## src/rtl/div_sequencer.sv

```systemverilog
// div_sequencer: valid/ready transaction front-end for the iterative restoring divider core.
// Latency: result valid CORE_LAT+2 cycles after the accept edge (1 cycle on divide-by-zero).
// Backpressure: in_ready only in IDLE; the result is held in DONE until out_ready.
//
// Ports:
//   clk, r                      clock and asynchronous active-low reset
//   in_valid/in_ready           operand request handshake (in_dividend, in_divisor)
//   out_valid/out_ready         result handshake (out_quotient, out_remainder, out_dbz)
//   core_clr, core_dend/dsor    clear pulse and held operands towards the divider core
//   core_quotient/remainder     raw results from the divider core
// Optional feature: define SIGNED_DIV_EN to add the in_signed port and the signed fixup
// wrapped around the unsigned core. Without it all operations are unsigned.

module div_sequencer #(
   parameter int WIDTH    = 32,
   parameter int CORE_LAT = 34
) (
   input  logic             clk,
   input  logic             r,
   input  logic             in_valid,
   output logic             in_ready,
   input  logic [WIDTH-1:0] in_dividend,
   input  logic [WIDTH-1:0] in_divisor,
`ifdef SIGNED_DIV_EN
   input  logic             in_signed,
`endif
   output logic             out_valid,
   input  logic             out_ready,
   output logic [WIDTH-1:0] out_quotient,
   output logic [WIDTH-1:0] out_remainder,
   output logic             out_dbz,
   output logic             core_clr,
   output logic [WIDTH-1:0] core_dend,
   output logic [WIDTH-1:0] core_dsor,
   input  logic [WIDTH-1:0] core_quotient,
   input  logic [WIDTH-1:0] core_remainder
);

   typedef enum logic [1:0] {
      IDLE  = 2'd0,
      CLEAR = 2'd1,
      RUN   = 2'd2,
      DONE  = 2'd3
   } state_t;

   // Counter value seen in the last RUN cycle, when the core result is stable.
   localparam logic [5:0] LAST_CNT = 6'(CORE_LAT - 1);

   state_t           state;
   logic [5:0]       cnt;
   logic [WIDTH-1:0] dend_mag;
   logic [WIDTH-1:0] dsor_mag;
   logic [WIDTH-1:0] q_fix;
   logic [WIDTH-1:0] r_fix;

`ifdef SIGNED_DIV_EN
   logic dend_neg;
   logic dsor_neg;
   logic neg_q;   // quotient must be negated at capture
   logic neg_r;   // remainder must be negated at capture

   // The core only divides magnitudes; the signs are remembered and applied on capture.
   // 0x80000000 maps onto itself, which is the correct unsigned magnitude.
   assign dend_neg = in_signed & in_dividend[WIDTH-1];
   assign dsor_neg = in_signed & in_divisor[WIDTH-1];
   assign dend_mag = dend_neg ? -in_dividend : in_dividend;
   assign dsor_mag = dsor_neg ? -in_divisor  : in_divisor;
   assign q_fix    = neg_q ? -core_quotient  : core_quotient;
   assign r_fix    = neg_r ? -core_remainder : core_remainder;
`else
   assign dend_mag = in_dividend;
   assign dsor_mag = in_divisor;
   assign q_fix    = core_quotient;
   assign r_fix    = core_remainder;
`endif

   // Only output that is not a register: acceptance follows the state directly.
   assign in_ready = (state == IDLE);

   always_ff @(posedge clk or negedge r) begin
      if (!r) begin
         state         <= IDLE;
         cnt           <= '0;
         core_clr      <= 1'b0;
         core_dend     <= '0;
         core_dsor     <= '0;
         out_valid     <= 1'b0;
         out_quotient  <= '0;
         out_remainder <= '0;
         out_dbz       <= 1'b0;
`ifdef SIGNED_DIV_EN
         neg_q         <= 1'b0;
         neg_r         <= 1'b0;
`endif
      end else begin
         case (state)
            IDLE: begin
               if (in_valid) begin
                  core_dend <= dend_mag;
                  core_dsor <= dsor_mag;
`ifdef SIGNED_DIV_EN
                  neg_q     <= dend_neg ^ dsor_neg;
                  neg_r     <= dend_neg;
`endif
                  if (in_divisor == '0) begin
                     // Resolved locally: the core is never cleared or started.
                     out_quotient  <= '1;
                     out_remainder <= in_dividend;
                     out_dbz       <= 1'b1;
                     out_valid     <= 1'b1;
                     state         <= DONE;
                  end else begin
                     core_clr <= 1'b1;
                     state    <= CLEAR;
                  end
               end
            end

            CLEAR: begin
               core_clr <= 1'b0;
               cnt      <= '0;
               state    <= RUN;
            end

            RUN: begin
               cnt <= cnt + 6'd1;
               if (cnt == LAST_CNT) begin
                  out_quotient  <= q_fix;
                  out_remainder <= r_fix;
                  out_dbz       <= 1'b0;
                  out_valid     <= 1'b1;
                  state         <= DONE;
               end
            end

            DONE: begin
               // Returning to IDLE first means no acceptance in the handshake cycle.
               if (out_ready) begin
                  out_valid <= 1'b0;
                  state     <= IDLE;
               end
            end

            default: begin
               state <= IDLE;
            end
         endcase
      end
   end

endmodule

```

## config.mk

```make
export PLATFORM = sky130hd
export DESIGN_NAME = div_sequencer
export DESIGN_NICKNAME = d
export VERILOG_FILES = /design/src/rtl/div_sequencer.sv
export SDC_FILE = /design/constraint.sdc
export NUM_CORES = 1
export LEC_CHECK = 0
export ABC_AREA = 1
export BUFFER_PORTS_ARGS = -buffer_cell sky130_fd_sc_hd__clkbuf_2
export CAP_MARGIN = 40
export CORE_ASPECT_RATIO = 1.2
export CORE_MARGIN = 5
export CORE_UTILIZATION = 40
export DETAILED_ROUTE_END_ITERATION = 8
export PLACE_DENSITY_LB_ADDON = 0.25
export SYNTH_ARGS = -nofsm -noshare
export SYNTH_HDL_FRONTEND = slang
export SYNTH_SLANG_ARGS = --single-unit
```

## constraint.sdc

```tcl
create_clock -name clk -period 1.7 [get_ports clk]
set_input_delay 0.085 -clock clk [delete_from_list [all_inputs] [get_ports clk]]
set_output_delay 0.085 -clock clk [all_outputs]
set_load 0.01 [all_outputs]
```

==> metrics.txt <==
Core ar.=around 0.016 mm²; design area=around 0.01 mm²; number of synthesized flops with an enable pin=0; Starting Density=0.407; grt ovf=0; initial antenna violation count=0; Die X=between 100 and 150 µm; distinct cell type count after synthesis=26; worst-margin pin slew=0.447 ns; CTS buffer count=17; most common cell in the netlist=nand2_1; average routed wire per standard cell=roughly 16 µm; Vias per Instance=between 4 and 5; CP Launch Type=flop; # nets final=around 1300; RR Startpoint=state[1]$_DFFE_PN0P_; Syn Area/Cell=8.33 µm²; unrepaired setup endpoints after global routing=yes; Setup crit start=state[1]$_DFFE_PN0P_; Routability Congestion=just under 0.8; Final Cycle Share=0.994; critical path fanouts, max=34; share of cells above drive strength 1=0.349; Syn Nets=about 900; Pleak=~5.4 nW; largest net degree at the start of global routing=a little under 60; clock slew at reported path FFs=~0.06 ns; fin util=0.639; P&R area growth vs syn=57.1%; Post-Syn Area=about 0.0064 mm²; Cells after Synth=764; P per Cell Area=1730 mW/mm²; Die Footprint=0.0185 mm²; Worst Setup Path Type=reg -> reg; total inserted antenna cells=0; row count=50; post-synth top area share=0.547; CTS root buffer=clkbuf_16; via count=around 6500; Max Buffers Root-to-Sink=2; worst hold slack=0.0144 ns; CP Data Arrival Time=approximately 2.1 ns; Remaining DRCs=0; drt total wl=between 20000 and 25000 µm; Yosys reg bits=approximately 140; Final Non-Filler Cells=~1400; Synth top cells by count=nand2_1, dfrtp_1, o21ai_0, nand3_1, inv_1; htree depth=4; Overall Global Routing Usage=0.218; HP Class=in -> reg; status=finished clean; Chip Height=148 µm; max-cap viol count=0; Clock Sink Count=139; CP Capture Type=flop; Synth area leaders=dfrtp_1, nand2_1, o21ai_0, nand3_1, or2_2; Period minus WS final=1.69 ns; max-slew headroom at the worst pin=0.699; Synthesis Warnings=0; Setup Viol. Count Final=0; global-route wire length before repair=32800 µm; asr flop ratio synth=1.00; vias in the first global route=between 6000 and 7000; final hold vios=0; Main synth FF type=dfrtp_1; Seq/Total Area, Yosys=0.547; Hold Startpoint=core_quotient[25]; I/O pin count=around 260; multi-input logic area=0.00255 mm²; CTS tree=yes; worst path required time=2.06 ns; Setup Total Neg Slack=0 ns; worst vdd ir=between 0.0007 and 0.0008 V; IO Port Bufs=263; 1st-pass router iterations=5; Reg area=0.00348 mm²; initial DRC count=~430; HPWL after DPL=approximately 13000 µm; Fillers=about 1400; cell taking the most area after synthesis=dfrtp_1; Post-Route Skew=between 0.008 and 0.009 ns; Final Slew Violations=0; Antenna Nets Post-Route=0; Post-Place Cells=1212; Peak Freq=592 MHz; Area after DPL=0.00794 mm²; Skew-Pair Late Insertion Delay=around 0.42 ns
-- placed cells by master (no fill, tap or decap), types with 10 or more instances in the layout --
cell           Yosys  final
or2_2             32     32
nand3_2           10     11
nor2_1            26     21
buf_12             1     10
clkbuf_2           0    262
inv_1             48     45
clkbuf_16          0     25
o21ai_0           69     68
nand3_1           59     56
buf_4              4     21
dlygate4sd3_1      0     98
nand2_1          306    303
dfrtp_1          139    139
-- logic make-up after synthesis --
group,share of synthesized area
buffers and inverters,0.0740
XOR/XNOR,0.00138
flip-flops,0.547
adder cells (fa/ha/maj),0.0157
AND/OR/NAND/NOR,0.298
AO/OA/AOI/OAI,0.0639
-- critical path: stages (launching register included) --
cell     delay, ns
dfrtp_1       0.40
buf_4         0.15
ha_4          0.16
buf_4         0.15
buf_12        0.16
o21ai_0       0.40
nand3_1       0.13
nand2_1       0.08
-- what timing repair did --
action	in CTS	in global routing
endpoints found under the hold margin	174	0
cloned	1	11
setup buffers	3	7
resized for setup	8	25
pin swaps	0	12
hold buffers	98	0
setup endpoints to repair	65	66
-- path summary, 6_finish.rpt --
path / endpoint / slack, ns / cells after the start
max: out_remainder[12]$_DFFE_PN0P_ / 0.01 / 7
min: out_quotient[25]$_DFFE_PN0P_ / 0.01 / 4
max reg2reg: out_remainder[12]$_DFFE_PN0P_ / 0.01 / 7
min reg2reg: out_remainder[17]$_DFFE_PN0P_ / 0.47 / 2
max in group asynchronous: out_quotient[26]$_DFFE_PN0P_ / 0.92 / 3
min in group asynchronous: out_quotient[9]$_DFFE_PN0P_ / 0.16 / 2
-- state kept, by name, summed over array words and instances, names as in the netlist --
signal	count
core_dend	32
core_dsor	32
out_quotient	32
out_remainder	32
cnt	6
state	2
core_clr	1
out_dbz	1
out_valid	1
-- layout make-up --
cell class,count,area share
clock buffer,22,0.0475
clock inverter,10,0.0116
sequential,139,0.348
timing repair buffer,405,0.294
inverter,49,0.0184
tap,208,0.0260
multi-input combinational,531,0.255
-- metrics by stage --
stage / power, mW / setup slack [ns]
2_1_floorplan: 9.43 / 0.0833
3_3_place_gp: 12.0 / 0.0509
3_5_place_dp: 12.1 / -0.0372
4_1_cts: 16.3 / 0.0285
5_1_grt: 18.5 / -0.0639
6_report: 17.3 / 0.00963
-- power breakdown --
part / switching [mW] / internal [mW] / total [mW]
registers: 0.810 / 4.72 / 5.53
clock network: 1.40 / 2.27 / 3.68
logic: 4.64 / 3.48 / 8.12
-- metal layers --
| metal | wire (µm) | GRT usage | up-vias |
|---|---|---|---|
| met5 | 0 | 0 | - |
| met4 | 636 | 0.0911 | 0 |
| met3 | 1370 | 0.0546 | 45 |
| met2 | 11100 | 0.381 | 244 |
| met1 | 8530 | 0.257 | 3028 |
| li1 | - | - | 3154 |
(Power assumes the default switching activity.)
